===== src/rtl/cpu_pkg.sv =====
// Shared CPU definitions used by the fetch stage and its neighbours.
// Contents:
//   - datapath widths (XLEN, OP_W) and the fetch buffer depth
//   - primary opcode constants seen by the main control decoder
//   - NOP_WORD, the all-zero instruction word
//   - fetchState_t, the fetch sequencer states
package cpu_pkg;

   localparam int XLEN       = 32;
   localparam int OP_W       = 6;
   localparam int FIFO_DEPTH = 2;

   localparam logic [OP_W-1:0] OP_RTYPE = 6'b000000;
   localparam logic [OP_W-1:0] OP_ADDI  = 6'b001000;
   localparam logic [OP_W-1:0] OP_LW    = 6'b100011;
   localparam logic [OP_W-1:0] OP_SW    = 6'b101011;
   localparam logic [OP_W-1:0] OP_BGTZ  = 6'b000111;
   localparam logic [OP_W-1:0] OP_J     = 6'b000010;

   localparam logic [XLEN-1:0] NOP_WORD = 32'h0000_0000;

   typedef enum logic [1:0] {
      IDLE = 2'd0,
      REQ  = 2'd1,
      WAIT = 2'd2
   } fetchState_t;

endpackage


===== src/rtl/fetch_fifo.sv =====
// Two-entry instruction buffer holding {pc, instr} pairs for the fetch stage.
// Ports:
//   clk, rst        clock and synchronous active-high reset
//   push, wrData    enqueue wrData at the tail (ignored when full)
//   pop             dequeue the head (ignored when empty)
//   flush           discard every entry; wins over push and pop
//   rdData          head entry, driven 0 when empty
//   count           number of valid entries (0..2)
//   empty, full     occupancy flags
module fetch_fifo #(
   parameter int WIDTH = 64
) (
   input  logic             clk,
   input  logic             rst,
   input  logic             push,
   input  logic             pop,
   input  logic             flush,
   input  logic [WIDTH-1:0] wrData,
   output logic [WIDTH-1:0] rdData,
   output logic [1:0]       count,
   output logic             empty,
   output logic             full
);

   logic [WIDTH-1:0] mem [0:1];
   logic             wrPtr;
   logic             rdPtr;
   logic [1:0]       countR;
   logic             pushOk;
   logic             popOk;

   assign empty  = (countR == 2'd0);
   assign full   = (countR == 2'd2);
   assign count  = countR;
   assign pushOk = push && !full;
   assign popOk  = pop && !empty;
   assign rdData = empty ? {WIDTH{1'b0}} : mem[rdPtr];

   // Pointer and occupancy tracking; flush returns to the empty state.
   always_ff @(posedge clk) begin
      if (rst || flush) begin
         wrPtr  <= 1'b0;
         rdPtr  <= 1'b0;
         countR <= 2'd0;
      end else begin
         if (pushOk) wrPtr <= ~wrPtr;
         if (popOk)  rdPtr <= ~rdPtr;
         case ({pushOk, popOk})
            2'b10:   countR <= countR + 2'd1;
            2'b01:   countR <= countR - 2'd1;
            default: countR <= countR;
         endcase
      end
   end

   // Entry storage; cleared on reset so the buffer never holds X.
   always_ff @(posedge clk) begin
      if (rst) begin
         mem[0] <= {WIDTH{1'b0}};
         mem[1] <= {WIDTH{1'b0}};
      end else if (pushOk && !flush) begin
         mem[wrPtr] <= wrData;
      end
   end

endmodule


===== src/rtl/instr_fetch.sv =====
// Instruction fetch stage feeding the main control decoder.
// Keeps the PC, issues one outstanding word read at a time, buffers returned
// words in a two-entry FIFO and presents {instr_pc, instr, op} with
// valid/ready. A redirect from branch/jump resolution flushes everything in
// flight and restarts fetch at the new (word-aligned) address.
// Ports:
//   clk, rst                    clock, synchronous active-high reset
//   imem_req/addr/ready         read request channel to instruction memory
//   imem_rvalid/rdata           read response channel
//   redirect_valid/pc           taken branch/jump pulse and target
//   instr_valid/ready           handshake to decode
//   instr, instr_pc, op         head instruction, its address, its opcode
// Optional build macro IFETCH_PERF_EN adds perf_fetched (FIFO pushes) and
// perf_redirects (redirect pulses) counters.
module instr_fetch
   import cpu_pkg::*;
#(
   parameter logic [31:0] RESET_PC = 32'h0000_0000
) (
   input  logic        clk,
   input  logic        rst,
   output logic        imem_req,
   output logic [31:0] imem_addr,
   input  logic        imem_ready,
   input  logic        imem_rvalid,
   input  logic [31:0] imem_rdata,
   input  logic        redirect_valid,
   input  logic [31:0] redirect_pc,
   output logic        instr_valid,
   input  logic        instr_ready,
   output logic [31:0] instr,
   output logic [31:0] instr_pc,
   output logic [5:0]  op
`ifdef IFETCH_PERF_EN
   ,
   output logic [31:0] perf_fetched,
   output logic [31:0] perf_redirects
`endif
);

   fetchState_t stateR;
   fetchState_t stateNext;
   logic [31:0] fetchPcR;
   logic [31:0] fetchPcNext;
   logic [31:0] advPc;
   logic [31:0] reqPcR;
   logic [31:0] reqPcNext;
   logic        dropR;
   logic        dropNext;
   logic        reqGo;
   logic        outstanding;
   logic [1:0]  inFlight;
   logic        fifoPush;
   logic        fifoPop;
   logic [1:0]  fifoCount;
   logic        fifoEmpty;
   logic        fifoFull;
   logic [63:0] headEntry;

   // A request still counts against buffer space until its data returns.
   assign outstanding = (stateR == WAIT);
   assign inFlight    = fifoCount + {1'b0, outstanding};

   assign imem_req    = reqGo;
   assign imem_addr   = fetchPcR;
   assign instr_valid = !fifoEmpty;
   assign instr_pc    = headEntry[63:32];
   assign instr       = headEntry[31:0];
   assign op          = headEntry[31:26];

   // A redirect cycle must not retire the head: the flush supersedes it.
   assign fifoPop = !fifoEmpty && instr_ready && !redirect_valid;

   // Fetch sequencer: next state, request gating, PC advance and drop flag.
   always_comb begin
      stateNext = stateR;
      advPc     = fetchPcR;
      reqPcNext = reqPcR;
      dropNext  = dropR;
      reqGo     = 1'b0;
      fifoPush  = 1'b0;
      case (stateR)
         IDLE: begin
            stateNext = REQ;
         end
         REQ: begin
            if (!redirect_valid && !fifoFull && (inFlight < 2'd2)) begin
               reqGo = 1'b1;
            end else begin
               reqGo = 1'b0;
            end
            if (reqGo && imem_ready) begin
               advPc     = fetchPcR + 32'd4;
               reqPcNext = fetchPcR;
               stateNext = WAIT;
            end else begin
               stateNext = REQ;
            end
         end
         WAIT: begin
            if (imem_rvalid) begin
               // Stale data (pre-redirect request) is swallowed here.
               fifoPush  = !dropR && !redirect_valid;
               dropNext  = 1'b0;
               stateNext = REQ;
            end else if (redirect_valid) begin
               // Response still owed to memory: remember to discard it.
               dropNext  = 1'b1;
               stateNext = WAIT;
            end else begin
               stateNext = WAIT;
            end
         end
         default: begin
            stateNext = IDLE;
         end
      endcase
      if (redirect_valid) begin
         fetchPcNext = redirect_pc & ~32'h0000_0003;
      end else begin
         fetchPcNext = advPc;
      end
   end

   // Sequencer state, fetch PC, address of the outstanding request, drop flag.
   always_ff @(posedge clk) begin
      if (rst) begin
         stateR   <= IDLE;
         fetchPcR <= RESET_PC & ~32'h0000_0003;
         reqPcR   <= 32'h0000_0000;
         dropR    <= 1'b0;
      end else begin
         stateR   <= stateNext;
         fetchPcR <= fetchPcNext;
         reqPcR   <= reqPcNext;
         dropR    <= dropNext;
      end
   end

   fetch_fifo #(.WIDTH(64)) uFifo (
      .clk    (clk),
      .rst    (rst),
      .push   (fifoPush),
      .pop    (fifoPop),
      .flush  (redirect_valid),
      .wrData ({reqPcR, imem_rdata}),
      .rdData (headEntry),
      .count  (fifoCount),
      .empty  (fifoEmpty),
      .full   (fifoFull)
   );

`ifdef IFETCH_PERF_EN
   // Free-running event counters, wrapping at 2^32.
   always_ff @(posedge clk) begin
      if (rst) begin
         perf_fetched   <= 32'd0;
         perf_redirects <= 32'd0;
      end else begin
         if (fifoPush)       perf_fetched   <= perf_fetched + 32'd1;
         if (redirect_valid) perf_redirects <= perf_redirects + 32'd1;
      end
   end
`endif

endmodule


===== config.mk =====
export PLATFORM = sky130hd
export DESIGN_NAME = instr_fetch
export DESIGN_NICKNAME = d
export VERILOG_FILES = /design/src/rtl/cpu_pkg.sv /design/src/rtl/fetch_fifo.sv /design/src/rtl/instr_fetch.sv
export SDC_FILE = /design/constraint.sdc
export NUM_CORES = 1
export LEC_CHECK = 0
export ABC_AREA = 1
export BUFFER_PORTS_ARGS = -buffer_cell sky130_fd_sc_hd__buf_2
export CAP_MARGIN = 5
export CORE_MARGIN = 2
export CORE_UTILIZATION = 56
export DETAILED_ROUTE_END_ITERATION = 10
export PLACE_DENSITY = 0.84
export REMOVE_ABC_BUFFERS = 1
export SLEW_MARGIN = 10
export SYNTH_ARGS = -nofsm -noshare
export SYNTH_HDL_FRONTEND = slang
export SYNTH_SLANG_ARGS = --single-unit
export TNS_END_PERCENT = 1

===== constraint.sdc =====
create_clock -name clk -period 6.97 [get_ports clk]
set_clock_uncertainty 0.05 [all_clocks]
set_input_delay 0.3485 -clock clk [delete_from_list [all_inputs] [get_ports clk]]
set_output_delay 0.3485 -clock clk [all_outputs]
set_load 0.05 [all_outputs]

==> flow_summary.json, run 1 <==
{
  "status": "finished, final reports clean",
  "numCtsBuffers": 17,
  "leakagePower_nw": 4.48,
  "synthArstFlopShare": 0,
  "grt_max_degree": 95,
  "fin_total_pwr_w": 0.00240,
  "ctsHtreeMaxLevel": 4,
  "holdBufCountCts": 0,
  "setup_ws_ps": 3810,
  "pre_cts_slack_ps": 3490,
  "stdcell_area_mm2": 0.0106,
  "fin_hold_ws_ps": 167,
  "core_area_mm2": 0.0160,
  "finalSetupViolations": 0,
  "drtPass1Iterations": 5,
  "cp_max_fo": 63,
  "crit_arrival_ps": 2770,
  "postCtsSetupBuffers": 0,
  "hold_viol": 0,
  "fmax_ghz": 0.316,
  "grt_overflow": 0,
  "ys.flop_type": "edfxtp_1",
  "cts_tree": "yes",
  "slew_headroom": 0.248,
  "synth_cells": 1123,
  "antenna_found_initial": 0,
  "synth.distinct_cells": 35,
  "cts.clk_slew.worst_paths_ps": 60,
  "syn_to_final_growth_pct": 14.6,
  "vias": 7562,
  "hold_path_class": "primary input to register",
  "rows": 46,
  "period_share": 0.454,
  "avgSynthCellArea_um2": 8.22,
  "cts_resized": 0,
  "wl_per_cell_um": 14.0,
  "ys_seq_area_frac": 0.551,
  "ctsRootBufferMaster": "clkbuf_16",
  "grt_pass1_wl_um": 33700,
  "place_area_mm2": 0.0100,
  "clk_latency_ps": 430,
  "gp_congestion": 0.859,
  "crit_type": "register to primary output",
  "cp_data_required_time_ps": 6570,
  "ys_ff_latch": 192,
  "hpwl_um": 12400,
  "slew_violations": 0,
  "post-route-min-period_ps": 3160,
  "drc": 0,
  "maxCapViolCount": 0,
  "tns_ps": 0,
  "fp.dieArea_mm2": 0.0175,
  "ios": 174,
  "port_buffers": 167,
  "grt_pass1_vias": 7086,
  "start_util": 0.577,
  "clockBufferDepth": 2,
  "synth_edf_count": 124,
  "die_width_um": 132,
  "rsz0062_at_grt": "false",
  "drive_gt1_frac": 0.183,
  "grt_usage": 0.237,
  "worst_setup_path_end_kind": "primary output",
  "drt-initial-drc-count": 592,
  "vias_per_cell": 5.11,
  "power_density_mw_per_mm2": 226,
  "worst_pin_slew_ps": 1130,
  "vdd_drop_max_mv": 0.171,
  "fp.dieH_um": 132,
  "syn_area_mm2": 0.00923,
  "antenna_left": 0,
  "yosys_warnings": 0,
  "nets": 1323,
  "wirelength_um": 20700,
  "diodes": 0,
  "critPathLaunchType": "register",
  "clkSinkCount": 192
}
[cell families (layout without fill, tap and decap cells)]
family                   after synthesis  count (layout)  share of synthesized area
XOR/XNOR                               3               3                    0.00285
AND/OR/NAND/NOR                      575             575                      0.256
flip-flops                           192             192                      0.551
AO/OA/AOI/OAI                        163             163                     0.0933
other                                  1               4                   0.000406
adder cells (fa/ha/maj)                2               2                    0.00271
buffers and inverters                187             325                     0.0943
[state kept, by name, summed over array words and instances (netlist names), named ones only]
| register | count |
|---|---|
| uFifo.mem | 124 |
| imem_addr | 30 |
| reqPcR | 30 |
| stateR | 2 |
| uFifo.count | 2 |
| dropR | 1 |
| uFifo.rdPtr | 1 |
| uFifo.wrPtr | 1 |
[final cells by class]
| type | instances | area (µm²) |
|---|---|---|
| clock buffer | 23 | 479 |
| clock inverter | 9 | 82.6 |
| fill | 1327 | 5420 |
| inverter | 117 | 439 |
| multi-input combinational | 747 | 3320 |
| sequential | 192 | 5090 |
| tap | 216 | 270 |
| timing repair buffer | 176 | 903 |
[power by group]
group	leakage [nW]	switching, W	internal (W)
Sequential	1.84	0.0000301	0.00125
Clock	0.252	0.000405	0.000521
Combinational	2.39	0.000135	0.0000527
[placed cells by master, fill, tap and decap left out, types with 18 or more instances in the layout]
master	Yosys	routed
inv_1	114	114
a21oi_1	114	114
nand3_1	80	80
buf_2	9	167
nand2_1	289	288
clkbuf_16	0	18
edfxtp_1	124	124
dfxtp_1	68	67
nor2_1	177	176
o21ai_0	39	38
[critical path, cell delays in order (launching register included)]
cell and delay [ps]:
dfxtp_2 310, buf_4 310, inv_2 920, nand2_1 110, a21oi_1 280, buf_2 320
[synthesized netlist by cell type, types with 2 or more instances]
library cell,count,area (µm²)
buf_6,14,158
a21oi_1,114,571
nor3_1,2,10.0
clkbuf_1,30,113
ha_1,2,25.0
and2_1,2,12.5
dfxtp_1,68,1360
buf_1,3,11.3
o21bai_1,4,30.0
nand2_1,289,1080
o21ai_0,39,195
xnor2_1,2,17.5
edfxtp_1,124,3720
inv_1,114,428
nor2_4,4,45.0
nor2_1,177,664
buf_4,14,105
inv_2,2,7.51
nand2_2,5,31.3
buf_2,9,45.0
nor3b_1,2,15.0
nor2_2,10,62.6
nand3_1,80,400
a21boi_0,2,15.0
[worst paths after layout]
path	startpoint	endpoint	cells past startpoint	slack [ps]
min	redirect_pc[30]	imem_addr[30]	5	170
max	register	instr_pc[13]	5	3810
max reg2reg	uFifo.count[0]	imem_addr[7]	6	4320
min reg2reg	uFifo.rdPtr	register	2	430
[metal layers]
layer  wire length (µm)  track usage
met1               8720        0.300
met2              10200        0.411
met3               1290       0.0377
met4                447       0.0926
met5                  0            0
[per-stage QoR]
step	instances	util
2_1_floorplan	1056	-
3_3_place_gp	1448	0.626
3_5_place_dp	1448	0.626
4_1_cts	1480	0.661
5_1_grt	1480	0.661
6_report	1480	0.661
No activity file was read; power rests on OpenSTA's default activity.
==> run 2: changes to the inputs <==
--- a/config.mk
+++ b/config.mk
@@ -9,9 +9,9 @@
 export BUFFER_PORTS_ARGS = -buffer_cell sky130_fd_sc_hd__buf_2
 export CAP_MARGIN = 5
 export CORE_MARGIN = 2
-export CORE_UTILIZATION = 56
+export CORE_UTILIZATION = 50
 export DETAILED_ROUTE_END_ITERATION = 10
-export PLACE_DENSITY = 0.84
+export PLACE_DENSITY = 0.8
 export REMOVE_ABC_BUFFERS = 1
 export SLEW_MARGIN = 10
 export SYNTH_ARGS = -nofsm -noshare
==> constraint.sdc (replaced) <==
create_clock -name clk -period 2.8 [get_ports clk]
set_clock_uncertainty 0.05 [all_clocks]
set_input_delay 0.14 -clock clk [delete_from_list [all_inputs] [get_ports clk]]
set_output_delay 0.14 -clock clk [all_outputs]
set_load 0.05 [all_outputs]
==> run 2 against run 1 <==
Compared with the run above:
- sequential power increased by 150%
- via count increased by 5.2%
- global-route usage decreased by 0.79 points
- critical path type unchanged
- clock-buffer cell count unchanged
- cell area increased by 6.2%
- setup slack got worse by 3300 ps
- routed wire length increased by 8.1%
- first-iteration DRC count decreased by 28%
- flip-flop and latch count unchanged
- hold slack got worse by 150 ps
- die area increased by 12%
==> flow_summary.json, run 2 (synthesis results as in run 1) <==
{
  "worst_pin_slew_ps": 772,
  "slew_violations": 0,
  "cts_tree": "yes",
  "worst_path_largest_cell_delay_ps": 350,
  "grt_pass1_wl_um": 36100,
  "regMostFlops": "uFifo.mem",
  "grt_overflow": 0,
  "hpwl_um": 14000,
  "fp.dieArea_mm2": 0.0196,
  "wirelength_um": 22400,
  "drtPass1Iterations": 8,
  "grt_pass1_vias": 7489,
  "clockBufferDepth": 2,
  "start_util": 0.512,
  "cp_max_fo": 24,
  "rows": 49,
  "vias_per_cell": 5.13,
  "ctsHtreeMaxLevel": 4,
  "drc": 0,
  "clk_latency_ps": 430,
  "period_share": 0.817,
  "rsz0062_at_grt": "false",
  "fin_total_pwr_w": 0.00606,
  "ios": 174,
  "status": "finished, final reports clean",
  "finalSetupViolations": 0,
  "cp_data_required_time_ps": 2610,
  "syn_to_final_growth_pct": 21.7,
  "clkSinkCount": 192,
  "wl_per_cell_um": 14.4,
  "hold_viol": 0,
  "drt-initial-drc-count": 427,
  "gp_congestion": 0.845,
  "final_common_cell": "nand2_1",
  "antenna_left": 0,
  "power_density_mw_per_mm2": 539,
  "fmax_ghz": 0.437,
  "post-route-min-period_ps": 2290,
  "drive_gt1_frac": 0.183,
  "diodes": 0,
  "layout_common_cells": "nand2_1, nor2_1, buf_2",
  "crit_type": "register to primary output",
  "grt_usage": 0.230,
  "cp_top_family": "buffers and inverters",
  "cts.clk_slew.worst_paths_ps": 70,
  "leakagePower_nw": 4.78,
  "port_buffers": 167,
  "slew_headroom": 0.486,
  "final_util": 0.623,
  "hold_path_class": "primary input to register",
  "antenna_found_initial": 0,
  "numCtsBuffers": 17,
  "nets": 1382,
  "largest_reg_flops": 124,
  "maxCapViolCount": 0,
  "die_width_um": 140,
  "path_buf_inv": 3,
  "grt_max_degree": 83,
  "critPathLaunchType": "register",
  "vdd_drop_max_mv": 0.384,
  "vias": 7959,
  "core_area_mm2": 0.0180,
  "worst_setup_path_end_kind": "primary output",
  "fp.dieH_um": 140,
  "path_cells": "inv_2 -> buf_4 -> nand2_1 -> a21oi_1 -> buf_2",
  "cp_slowest_cell": "inv_2",
  "postCtsSetupBuffers": 0,
  "ctsRootBufferMaster": "clkbuf_16",
  "crit_arrival_ps": 2100
}
[run 2: repair_timing]
| item | 4_1_cts | 5_1_grt |
|---|---|---|
| hold buffers | 52 | 0 |
| endpoints found under the hold margin | 80 | 0 |
| resized for setup | 0 | 0 |
[run 2: layout make-up]
type / instances / area [µm²]
fillers: 1550 / 6790
flip-flops and latches: 192 / 5090
multi-input cells: 747 / 3320
repair buffers: 235 / 1530
clock buffers: 23 / 509
inverters: 117 / 439
well taps: 229 / 287
clock inverters: 9 / 70.1
[run 2: path summary, 6_finish.rpt]
| path | slack (ps) | cells past startpoint | endpoint | start |
|---|---|---|---|---|
| worst max-delay path | 510 | 5 | instr_pc[18] | register |
| worst min register to register | 420 | 2 | register | uFifo.rdPtr |
| worst min-delay path | 20 | 5 | imem_addr[11] | redirect_pc[11] |
| worst max register to register | 590 | 7 | imem_addr[23] | uFifo.count[0] |
[run 2: worst min-delay path: cells and delay by family]
| family | cells | cell delay (ps) |
|---|---|---|
| AO/OA/AOI/OAI | 1 | 50 |
| buffers and inverters | 1 | 100 |
| AND/OR/NAND/NOR | 3 | 160 |
[run 2: report_power, final]
| part | switching (W) | internal (W) | leakage [nW] |
|---|---|---|---|
| Combinational | 0.000355 | 0.000184 | 2.66 |
| Sequential | 0.0000736 | 0.00312 | 1.84 |
| Clock | 0.00103 | 0.00129 | 0.282 |
| Total | 0.00146 | 0.00460 | 4.78 |
[run 2: layer usage]
metal,up-vias,global-route usage,share of wire
met1,3675,0.291,0.43
met2,286,0.404,0.50
met5,-,0,0
met3,29,0.0385,0.058
li1,3969,-,-
met4,0,0.0679,0.018
[run 2: metrics by stage]
step	TNS, ps	cell area (µm²)	worst slack (ps)	hold slack, ps	instances
after detailed placement	0	10100	668	389	1468
after floorplan	-271270	8810	-3340	159	1056
after global placement	0	10100	755	387	1468
after global routing	0	11200	337	20.2	1552
after CTS	0	11200	442	3.57	1552
final	0	11200	511	18.8	1552
